==> config.mk <==
export PLATFORM = sky130hd
export DESIGN_NAME = mem_arbiter
export DESIGN_NICKNAME = d
export VERILOG_FILES = /design/src/rtl/mem_arbiter.sv
export SDC_FILE = /design/constraint.sdc
export NUM_CORES = 1
export LEC_CHECK = 0
export BUFFER_PORTS_ARGS = -buffer_cell sky130_fd_sc_hd__buf_4
export CORE_AREA = 2 2 339 341
export CTS_BUF_LIST = sky130_fd_sc_hd__clkbuf_8
export DETAILED_ROUTE_END_ITERATION = 12
export DIE_AREA = 0 0 341 343
export GPL_TIMING_DRIVEN = 0
export PLACE_DENSITY = 0.3
export SLEW_MARGIN = 20
export SYNTH_ARGS = -nofsm -noshare
export SYNTH_HDL_FRONTEND = slang
export SYNTH_SLANG_ARGS = --single-unit
export TNS_END_PERCENT = 5
==> constraint.sdc <==
create_clock -name clk -period 5.9 [get_ports clk]
set_clock_uncertainty 0.15 [all_clocks]
set_input_delay 1.77 -clock clk [delete_from_list [all_inputs] [get_ports clk]]
set_output_delay 1.77 -clock clk [all_outputs]
set_load 0.005 [all_outputs]
==> src/rtl/mem_arbiter.sv <==
// Two-port block-memory arbiter between the I-cache (port 0) and D-cache (port 1).
// One owner at a time; a completed writeback locks the next grant to the same port.
module mem_arbiter #(
  parameter int unsigned ADDR_W     = 32,
  parameter int unsigned BLOCK_W    = 128,
  parameter int unsigned FIXED_PRIO = 0
) (
  input  logic               clk,
  input  logic               reset,
  input  logic               req_read0,
  input  logic               req_write0,
  input  logic [ADDR_W-1:0]  addr0,
  input  logic [BLOCK_W-1:0] wdata0,
  input  logic               req_read1,
  input  logic               req_write1,
  input  logic [ADDR_W-1:0]  addr1,
  input  logic [BLOCK_W-1:0] wdata1,
  output logic               ready0,
  output logic               ready1,
  output logic [BLOCK_W-1:0] rdata0,
  output logic [BLOCK_W-1:0] rdata1,
  output logic               mem_read,
  output logic               mem_write,
  output logic [ADDR_W-1:0]  mem_addr,
  output logic [BLOCK_W-1:0] mem_wdata,
  input  logic [BLOCK_W-1:0] mem_rdata,
  input  logic               mem_ready,
  output logic [1:0]         grant,
  output logic               busy
);

  localparam int unsigned OFF_W = $clog2(BLOCK_W / 8);

  typedef enum logic [1:0] {StIdle, StBusy0, StBusy1} state_e;

  state_e               state_q, state_d;
  logic                 op_q, op_d;  // 1 = write
  logic [ADDR_W-1:0]    addr_q, addr_d;
  logic [BLOCK_W-1:0]   wdata_q, wdata_d;
  logic                 rr_last_q, rr_last_d;
  logic                 lock_valid_q, lock_valid_d;
  logic                 lock_id_q, lock_id_d;

  logic                 req0, req1, sel;
  logic [ADDR_W-1:0]    sel_addr;

  // Arbitration: lock first, then lone requester, then tie-break.
  always_comb begin
    req0 = req_read0 | req_write0;
    req1 = req_read1 | req_write1;
    if (lock_valid_q && (lock_id_q ? req1 : req0)) begin
      sel = lock_id_q;
    end else if (req0 && !req1) begin
      sel = 1'b0;
    end else if (req1 && !req0) begin
      sel = 1'b1;
    end else if (FIXED_PRIO != 0) begin
      sel = 1'b1;
    end else begin
      sel = ~rr_last_q;
    end
    sel_addr = sel ? addr1 : addr0;
  end

  always_ff @(posedge clk) begin
    if (reset) begin
      state_q      <= StIdle;
      op_q         <= 1'b0;
      addr_q       <= '0;
      wdata_q      <= '0;
      rr_last_q    <= 1'b1;
      lock_valid_q <= 1'b0;
      lock_id_q    <= 1'b0;
    end else begin
      state_q      <= state_d;
      op_q         <= op_d;
      addr_q       <= addr_d;
      wdata_q      <= wdata_d;
      rr_last_q    <= rr_last_d;
      lock_valid_q <= lock_valid_d;
      lock_id_q    <= lock_id_d;
    end
  end

  always_comb begin
    state_d      = state_q;
    op_d         = op_q;
    addr_d       = addr_q;
    wdata_d      = wdata_q;
    rr_last_d    = rr_last_q;
    lock_valid_d = lock_valid_q;
    lock_id_d    = lock_id_q;
    unique case (state_q)
      StIdle: begin
        lock_valid_d = 1'b0;
        if (req0 || req1) begin
          state_d            = sel ? StBusy1 : StBusy0;
          op_d               = sel ? req_write1 : req_write0;
          addr_d             = sel_addr;
          addr_d[OFF_W-1:0]  = '0;
          wdata_d            = sel ? wdata1 : wdata0;
          rr_last_d          = sel;
        end
      end
      StBusy0, StBusy1: begin
        if (mem_ready) begin
          state_d = StIdle;
          if (op_q) begin
            lock_valid_d = 1'b1;
            lock_id_d    = (state_q == StBusy1);
          end
        end
      end
      default: state_d = StIdle;
    endcase
  end

  always_comb begin
    busy      = (state_q != StIdle);
    mem_read  = busy & ~op_q;
    mem_write = busy & op_q;
    mem_addr  = addr_q;
    mem_wdata = wdata_q;
    grant     = {state_q == StBusy1, state_q == StBusy0};
    ready0    = (state_q == StBusy0) & mem_ready;
    ready1    = (state_q == StBusy1) & mem_ready;
    rdata0    = (state_q == StBusy0) ? mem_rdata : '0;
    rdata1    = (state_q == StBusy1) ? mem_rdata : '0;
  end

endmodule
==> impl_metrics.toml, run 1 <==
[yosys]
synth_enable_flop_cells = 0
synth.most_common_cell = "and2_1"
synth_cells = 1236
ys_seq_area_share_pct = 34.59
synth_common_cells = "258 x and2_1, 162 x dfxtp_1, 162 x nor2_1"
ys_warn_count = 0
ys_ff_latch = 162
dominantRegCellSynth = "dfxtp_1"
synth_largest_area_cell = "dfxtp_1"
synth_top_cell_area_share_pct = 34.59
ys_types = 31
syn_area_per_cell_um2 = 7.586
synthesis.area_um2 = 9376
yosys-top-cells-area = "dfxtp_1 35%, and2_1 17%, a311oi_1 15%"
async_reset_ff_share_pct = 0

[clock_tree]
clkTransAtPathRegs_ns = 0.10
ctsHtreeMaxLevel = 4
clockRootBuffer = "clkbuf_8"
cts_sinks = 162
hold_buffers = 0
cts_tree = "yes"
clock_latency_ns = 0.57
clk_path_buf_depth = 2
post-cts-setup-buffers = 0
post_cts_resize_count = 0
cts_buffers = 17

[sta]
fin_tns_setup_ns = 0
setup_violations = 0
min_period_ns = 5.081
min_period_over_period_pct = 86.11
rsz0062_at_grt = "no"
finalHoldViolations = 0
slew_headroom_pct = 31.99
fmax_mhz = 196.8
tightest_slew_ns = 1.020
drv_slew = 0

[power_and_ir_drop]
p_leak_nw = 8.244
power_density_nw_per_um2 = 318.8
ir_drop_v = 0.0001531

[die]
row_count = 124
dieArea_um2 = 117000
fp.dieH_um = 343
die_w_um = 341
start_util_pct = 8.268
core_area_um2 = 113400
pin_count = 878

[setup_path]
crit_top_cell = "clkbuf_1"
regToRegEndpoint = "mem_addr[25]"
arrival_ns = 3.16
cp_data_required_time_ns = 3.98
start_kind = "register"
path_cells = "inv_1 > ha_1 > clkbuf_1 > clkbuf_1 > and2_1 > buf_4"
cp_top_family = "buffers and inverters"
crit_slowest_cell = "clkbuf_1"
r2r_cells = 7
reg2reg_from = "state_q[1]"
cp_max_fo = 10
crit_type = "reg2out"
cpPeakStageDelay_ns = 0.61
crit_buf_inv = 4
cp-end-kind = "output port"
r2r_slack_ns = 2.77

[detailed_routing]
vias_per_cell = 3.652
ant_nets = 0
drt_iter0_markers = 515
vias = 13390
wl_per_cell_um = 23.27
drt-total-wl_um = 85310
first_pass_iters = 5
drc = 0

[final_layout]
area_delta_synth_final_pct = 94.34
nets = 2580
final_cells = 3667
multi_input_area_um2 = 5414
nFillCells = 13000
drive_above_1_share_pct = 45.48
regArea_um2 = 3243
final_area_um2 = 18220

[place]
dp_hpwl_um = 73380
finalWeightedCongestion = 0.8943
placed_cell_area_um2 = 17770
dp.cells = 3615
io_buffers = 864

[grt]
grt_max_degree = 20
grt_pass1_vias = 13940
grt_pass1_wl_um = 113200
antenna_found_initial = 32
gr-total-overflow = 0
grt_usage_pct = 13.87

[min_path]
min_to = "state_q[1]"
min_path_type = "reg2reg"
hp-start = "state_q[1]"
hold_depth = 2

[run]
drv_cap = 0

[status]
outcome = "completed"
==> worst max path at each step <==
stage	start	endpoint	slack, ns	depth (start not counted)
finish	state_q[1]	rdata0[111]	0.82	6
CTS	state_q[1]	rdata0[111]	0.51	6
global route	state_q[1]	rdata0[111]	0.57	6
floorplan	mem_rdata[127]	rdata0[127]	2.07	1
detailed placement	state_q[1]	rdata0[111]	1.21	6
global placement	state_q[1]	rdata0[111]	1.26	6
==> logic make-up (layout without fill, tap and decap cells) <==
| kind of cell | after synthesis | in the layout | share of synthesized area (%) |
|---|---|---|---|
| AOI/OAI and AO/OA | 329 | 329 | 24.49 |
| adders and majority gates | 3 | 3 | 0.4004 |
| buffers and inverters | 156 | 1052 | 7.793 |
| DFF | 162 | 162 | 34.59 |
| muxes | 1 | 1 | 0.1068 |
| other | 1 | 24 | 0.03999 |
| and+or+nand+nor | 584 | 584 | 32.59 |
==> final cells by class <==
type	instances	area share [%]
diodes	20	0.2746
well taps	1512	10.38
repair buffers	864	35.59
clock buffers	17	1.284
inverters	3	0.06180
multi-input cells	921	29.71
clock inverters	15	0.9407
flip-flops and latches	162	17.80
plain buffers	153	3.955
==> routing by layer <==
| metal | GRT usage (%) | part of all wire [%] |
|---|---|---|
| met4 | 5.406 | 3.4 |
| met5 | 0 | 0.13 |
| met3 | 6.150 | 10 |
| met1 | 14.89 | 37 |
| met2 | 23.85 | 49 |
==> cell usage in the layout, fill, tap and decap left out, drive strengths merged <==
master / n
buf: 938
and2: 258
nor2: 163
dfxtp: 162
o21ai: 160
nand3: 158
a311oi: 157
clkbuf: 96
diode: 20
inv: 13
clkinv: 5
a21oi: 5
conb: 4
ha: 3
nor2b: 3
or2: 1
o21bai: 1
o2bb2ai: 1
a21o: 1
o41ai: 1
a31o: 1
a32oi: 1
nand2: 1
a211o: 1
mux2i: 1
==> worst register-to-register path, delay by kind of cell (launching register included) <==
family / cells / cell delay, ns
flip-flops: 1 / 0.34
adder cells (fa/ha/maj): 1 / 0.38
AO/OA/AOI/OAI: 2 / 0.65
buffers and inverters: 4 / 1.47
==> sequential cells by signal, summed over array words and instances, names as in the netlist <==
| name | cells |
|---|---|
| mem_wdata | 128 |
| mem_addr | 28 |
| state_q | 2 |
| lock_id_q | 1 |
| lock_valid_q | 1 |
| op_q | 1 |
| rr_last_q | 1 |
==> metrics by stage <==
step	total power [mW]	util, %	setup slack [ns]	hold slack [ns]
CTS	5.968	16.02	0.5094	0.3460
global route	6.240	16.05	0.5715	0.3800
floorplan	2.884	-	2.067	0.2986
finish	5.810	16.07	0.8192	0.3453
global placement	4.988	15.66	1.257	0.3215
detailed placement	4.991	15.67	1.210	0.3259
==> report_power, final <==
group          switching (mW)  leakage [nW]  internal (mW)  total (mW)
Sequential              0.239          1.35           1.42        1.66
Combinational            1.82          6.69           1.40        3.22
Clock                   0.607         0.205          0.324       0.930
Total                    2.66          8.24           3.14        5.81
No activity file was read; power rests on OpenSTA's default activity.
==> run 2, diff against run 1 <==
--- a/config.mk
+++ b/config.mk
@@ -12,6 +12,7 @@
 export DIE_AREA = 0 0 341 343
 export GPL_TIMING_DRIVEN = 0
 export PLACE_DENSITY = 0.3
+export REMOVE_ABC_BUFFERS = 1
 export SLEW_MARGIN = 20
 export SYNTH_ARGS = -nofsm -noshare
 export SYNTH_HDL_FRONTEND = slang
==> run 2 against run 1 <==
Compared with the run above:
- flip-flop and latch count did not move
- first-iteration DRC count rose by 8.5%
- sequential share of layout area fell by 0.35 points
- sequential power fell by 2%
- largest power group unchanged
- critical path depth did not move
- clock power rose by 12%
- register-to-register slack got worse by 0.52 ns
- critical path type unchanged
- largest cell class unchanged
==> impl_metrics.toml, run 2 (synthesis gave the netlist of run 1 again) <==
[status]
outcome = "completed"

[clock_tree]
clock_latency_ns = 0.57
hold_buffers = 0
post_cts_resize_count = 0
cts_sinks = 162
cts_tree = "yes"
cts_buffers = 17
clockRootBuffer = "clkbuf_8"
clkTransAtPathRegs_ns = 0.10
clk_path_buf_depth = 2
ctsHtreeMaxLevel = 4
post-cts-setup-buffers = 0

[final_layout]
nets = 2468
area_delta_synth_final_pct = 98.26
final_common_cell = "buf_4"
final_cell_mix = "864 x buf_4, 258 x and2_1, 162 x nor2_1, 162 x dfxtp_1, 158 x nand3_1"
final_cells = 3543
final_area_um2 = 18590
largest_reg_flops = 128
drive_above_1_share_pct = 46.86
nFillCells = 12970

[sta]
finalHoldViolations = 0
min_period_ns = 4.390
fmax_mhz = 227.8
min_period_over_period_pct = 74.41
slew_headroom_pct = 49.30
tightest_slew_ns = 0.7589
drv_slew = 0
whs_ns = 0.3519
rsz0062_at_grt = "no"
setup_violations = 0
fin_tns_setup_ns = 0

[die]
row_count = 124
start_util_pct = 8.268
dieArea_um2 = 117000
fp.dieH_um = 343
pin_count = 878
core_area_um2 = 113400
die_w_um = 341

[setup_path]
cp-end-kind = "output port"
reg2reg_from = "state_q[1]"
cp_data_required_time_ns = 3.98
cp_max_fo = 65
r2r_cells = 14
crit_slowest_cell = "dfxtp_1"
critPathLaunch = "state_q[0]"
start_kind = "register"
path_cells = "inv_1 > ha_4 > buf_16 > buf_12 > and2_1 > buf_4"
cp_top_family = "buffers and inverters"
crit_cells = 6
cpPeakStageDelay_ns = 0.36
crit_buf_inv = 4
arrival_ns = 2.47
crit_type = "reg2out"

[grt]
grt_usage_pct = 14.40
antenna_found_initial = 14
grt_max_degree = 86
grt_pass1_wl_um = 116000
gr-total-overflow = 0
grt_pass1_vias = 12840

[place]
dp.cells = 3503
finalWeightedCongestion = 0.9809
io_buffers = 865
dp_hpwl_um = 74900
placed_cell_area_um2 = 18120

[power_and_ir_drop]
ir_drop_v = 0.0001277
power_density_nw_per_um2 = 320.4
power_mw = 5.955
p_leak_nw = 8.368

[min_path]
hold_depth = 2
hp-start = "mem_wdata[34]"
min_path_type = "reg2reg"

[detailed_routing]
drt-total-wl_um = 88080
first_pass_iters = 7
drc = 0
vias = 12730
ant_nets = 0
wl_per_cell_um = 24.86
vias_per_cell = 3.594
drt_iter0_markers = 559

[run]
drv_cap = 0
-- run 2: changes by cell type in the layout (fill, tap and decap cells not counted), moves of 3 or more --
cell | previous run | this run
bufinv_16 | 0 | 4
clkbuf_1 | 78 | 0
buf_12 | 0 | 6
buf_8 | 1 | 4
buf_2 | 44 | 0
diode_2 | 20 | 8
clkinv_8 | 4 | 0
inv_8 | 4 | 1
buf_16 | 0 | 31
buf_1 | 8 | 0
buf_4 | 885 | 864
-- run 2: final cells by class --
cell class	count	area, um^2	area share [%]
clock inverter	15	216.5	1.164
multi-input combinational	921	5454	29.34
timing repair buffer	905	7520	40.45
clock buffer	17	234.0	1.259
sequential	162	3243	17.45
tap	1512	1892	10.18
antenna	8	20.02	0.1077
inverter	3	11.26	0.06057
-- run 2: path summary, 6_finish.rpt --
path | end | slack (ns)
max | rdata1[81] | 1.51
min | mem_wdata[34] | 0.35
max reg2reg | mem_wdata[91] | 2.25
min reg2reg | mem_wdata[34] | 0.35
-- run 2: routing by layer --
metal | track usage, % | part of all wire, % | wire length [um] | vias to the layer above
li1 | - | - | - | 5964
met1 | 17.75 | 43 | 37680 | 6166
met2 | 24.39 | 48 | 42270 | 546
met3 | 4.399 | 7.8 | 6826 | 56
met4 | 3.405 | 1.5 | 1300 | 0
met5 | 0 | 0 | 0 | -
-- run 2: through the flow --
step           worst slack, ns  util, %
5_1_grt                  1.379    16.38
4_1_cts                  1.392    16.37
3_5_place_dp             1.183    15.98
3_3_place_gp            -4.000    15.04
6_report                 1.510    16.39
2_1_floorplan          -0.4115        -
-- run 2: worst reg2reg max path: stages, from the launching register on --
cell      delay (ns)
dfxtp_1         0.36
inv_1           0.13
ha_1            0.29
inv_1           0.15
a21oi_4         0.53
buf_16          0.25
buf_16          0.20
buf_16          0.19
buf_16          0.20
buf_16          0.20
buf_16          0.19
buf_16          0.20
buf_8           0.20
nor2_1          0.06
a311oi_1        0.27
-- run 2: power breakdown --
| group | internal (mW) | switching [mW] |
|---|---|---|
| Combinational | 1.59 | 1.70 |
| Sequential | 1.42 | 0.199 |
| Clock | 0.473 | 0.567 |
==> run 3, diff against run 2 <==
--- a/config.mk
+++ b/config.mk
@@ -5,11 +5,12 @@
 export SDC_FILE = /design/constraint.sdc
 export NUM_CORES = 1
 export LEC_CHECK = 0
+export ABC_AREA = 1
 export BUFFER_PORTS_ARGS = -buffer_cell sky130_fd_sc_hd__buf_4
-export CORE_AREA = 2 2 339 341
+export CORE_AREA = 2 2 341 343
 export CTS_BUF_LIST = sky130_fd_sc_hd__clkbuf_8
 export DETAILED_ROUTE_END_ITERATION = 12
-export DIE_AREA = 0 0 341 343
+export DIE_AREA = 0 0 343 345
 export GPL_TIMING_DRIVEN = 0
 export PLACE_DENSITY = 0.3
 export REMOVE_ABC_BUFFERS = 1
==> constraint.sdc (replaced) <==
create_clock -name clk -period 3.6 [get_ports clk]
set_clock_uncertainty 0.15 [all_clocks]
set_input_delay 1.08 -clock clk [delete_from_list [all_inputs] [get_ports clk]]
set_output_delay 1.08 -clock clk [all_outputs]
set_load 0.005 [all_outputs]
==> run 3 against run 2 <==
Compared with the run above:
- count of clock-buffer cells in the layout is 1 higher
- global-route usage decreased by 0.51 points
- total power is 54% higher
- via count is 11% higher
- worst hold slack worse by 0.047 ns
- cell count grew 21%
- first-iteration DRC count rose by 11%
- critical endpoint is now rdata1[91]
- largest power group unchanged
==> impl_metrics.toml, run 3 <==
[status]
outcome = "completed"

[final_layout]
final_common_cell = "buf_4"
nFillCells = 13650
largest_reg_flops = 128
finish.utilization_pct = 17.02
final_cell_mix = "866 x buf_4, 577 x nand2_1, 506 x inv_1"
area_delta_synth_final_pct = 86.36
drive_above_1_share_pct = 34.44
final_cells = 4278
nets = 3186
final_area_um2 = 19590

[power_and_ir_drop]
p_leak_nw = 12.14
power_density_nw_per_um2 = 466.7
ir_drop_v = 0.0003461
power_mw = 9.144

[detailed_routing]
wl_met1_um = 33300
ant_nets = 0
drt-total-wl_um = 85390
drc = 0
highest_layer = "met5"
wl_per_cell_um = 19.96
vias_per_cell = 3.293
first_pass_iters = 4
vias = 14090
drt_iter0_markers = 618
wl_met3_um = 8128
wl_met2_um = 41910

[die]
pin_count = 878
fp.dieH_um = 345
die_w_um = 343
dieArea_um2 = 118300
row_count = 125
core_area_um2 = 115100
start_util_pct = 9.133

[yosys]
ys_seq_area_share_pct = 30.85
syn_area_per_cell_um2 = 5.416
ys_warn_count = 0
synth_common_cells = "580 x nand2_1, 509 x inv_1, 255 x nand3_1"
ys_ff_latch = 162
synth.most_common_cell = "nand2_1"
synth_cells = 1941
async_reset_ff_share_pct = 0
synth_enable_flop_cells = 0
synth_largest_area_cell = "dfxtp_1"
dominantRegCellSynth = "dfxtp_1"
synth_top_cell_area_share_pct = 30.85
synthesis.area_um2 = 10510
yosys-top-cells-area = "dfxtp_1 31%, nand2_1 21%, inv_1 18%"
ys_types = 19

[setup_path]
cp_max_fo = 25
cp_top_family = "buffers and inverters"
start_kind = "register"
crit_type = "reg2out"
arrival_ns = 2.21
cpPeakStageDelay_ns = 0.41
cp-end-kind = "output port"
crit_slowest_cell = "dfxtp_1"
cp_data_required_time_ns = 2.37
path_cells = "inv_1 > ha_4 > buf_12 > buf_16 > buf_16 > nand2_1 > inv_1 > buf_4"
crit_buf_inv = 6

[clock_tree]
cts_buffers = 17
hold_buffers = 0
clk_path_buf_depth = 2
clockRootBuffer = "clkbuf_8"
cts_tree = "yes"
clock_latency_ns = 0.57
ctsHtreeMaxLevel = 4
clkTransAtPathRegs_ns = 0.09
cts_sinks = 162

[place]
placed_cell_area_um2 = 18980
dp.cells = 4225
dp_hpwl_um = 68240
io_buffers = 865
finalWeightedCongestion = 0.8339

[sta]
fmax_mhz = 290.4
min_period_ns = 3.443
setup_violations = 0
tightest_slew_ns = 0.6239
whs_ns = 0.3053
drv_slew = 0
finalHoldViolations = 0
rsz0062_at_grt = "no"
min_period_over_period_pct = 95.64
slew_headroom_pct = 58.41

[grt]
antenna_found_initial = 17
grt_pass1_wl_um = 113300
gr-total-overflow = 0
grt_usage_pct = 13.88
grt_pass1_vias = 13830
grt_max_degree = 93

[min_path]
min_path_type = "reg2reg"

[run]
drv_cap = 0
-- run 3: cell count changes in the layout (fill, tap and decap cells not counted), sizes merged, moves of 3 or more --
cell | previous run | this run
and2 | 258 | 0
clkinv | 1 | 5
diode | 8 | 13
nor2 | 163 | 196
buf | 905 | 891
nor2b | 3 | 0
bufinv | 4 | 1
inv | 11 | 518
a311oi | 157 | 0
o21ai | 160 | 2
nand4 | 0 | 10
nand2 | 1 | 582
nand3 | 158 | 255
a21oi | 5 | 89
-- run 3: per-layer routing --
layer	vias to the layer above	GRT usage [%]
li1	7180	-
met1	6345	15.17
met2	497	23.71
met3	60	6.126
met4	6	4.768
met5	-	0
-- run 3: stage by stage --
| step | setup TNS [ns] | setup slack [ns] |
|---|---|---|
| 3_3_place_gp | -2142.13 | -9.347 |
| 6_report | 0 | 0.1570 |
| 2_1_floorplan | -448.69 | -2.283 |
| 5_1_grt | 0 | 0.009256 |
| 4_1_cts | 0 | 0.01913 |
| 3_5_place_dp | -26.37 | -0.5229 |
-- run 3: final cells by class --
| type | instances | area [um^2] | area share [%] |
|---|---|---|---|
| repair buffers | 894 | 7184 | 36.67 |
| multi-input cells | 1142 | 4881 | 24.91 |
| flip-flops and latches | 162 | 3244 | 16.56 |
| inverters | 511 | 1929 | 9.848 |
| well taps | 1524 | 1907 | 9.733 |
| clock buffers | 18 | 247.7 | 1.265 |
| clock inverters | 14 | 165.2 | 0.8430 |
| diodes | 13 | 32.53 | 0.1660 |
-- run 3: timing repair --
action / 4_1_cts / 5_1_grt
buffers inserted: 4 / 1
setup endpoints to repair: 113 / 21
pin swaps: 0 / 1
cloned: 2 / 1
resized for setup: 9 / 0
endpoints found under the hold margin: 0 / 0
-- run 3: worst paths after layout --
| check | startpoint | end | depth (start not counted) | slack (ns) |
|---|---|---|---|---|
| min | lock_id_q | lock_id_q | 2 | 0.31 |
| max reg2reg | lock_valid_q | mem_addr[11] | 10 | 0.52 |
| max | state_q[0] | rdata1[91] | 8 | 0.16 |
| min reg2reg | lock_id_q | lock_id_q | 2 | 0.31 |
-- run 3: worst register-to-register path: stages, from the launching register on --
cell     delay, ns
dfxtp_1       0.36
inv_1         0.05
nand2_1       0.09
nand3_4       0.45
buf_12        0.40
nand2_8       0.50
buf_16        0.38
nand3_1       0.43
nand2_1       0.11
nor2_1        0.04
nor2_1        0.08
-- run 3: power breakdown --
part           leakage, nW  switching (mW)  internal, mW
combinational         10.6            2.90          2.20
clock                0.212            1.01         0.604
sequential            1.34           0.231          2.20
total                 12.1            4.14          5.00
-- run 3: cell families (layout without fill, tap and decap cells) --
logic type,Yosys count,count (layout),synth area share [%]
AND/OR/NAND/NOR,1043,1043,40.61
other,1,17,0.03567
AO/OA/AOI/OAI,92,92,4.511
flip-flops,162,162,30.85
buffers and inverters,640,1437,23.64
adder cells (fa/ha/maj),3,3,0.3571
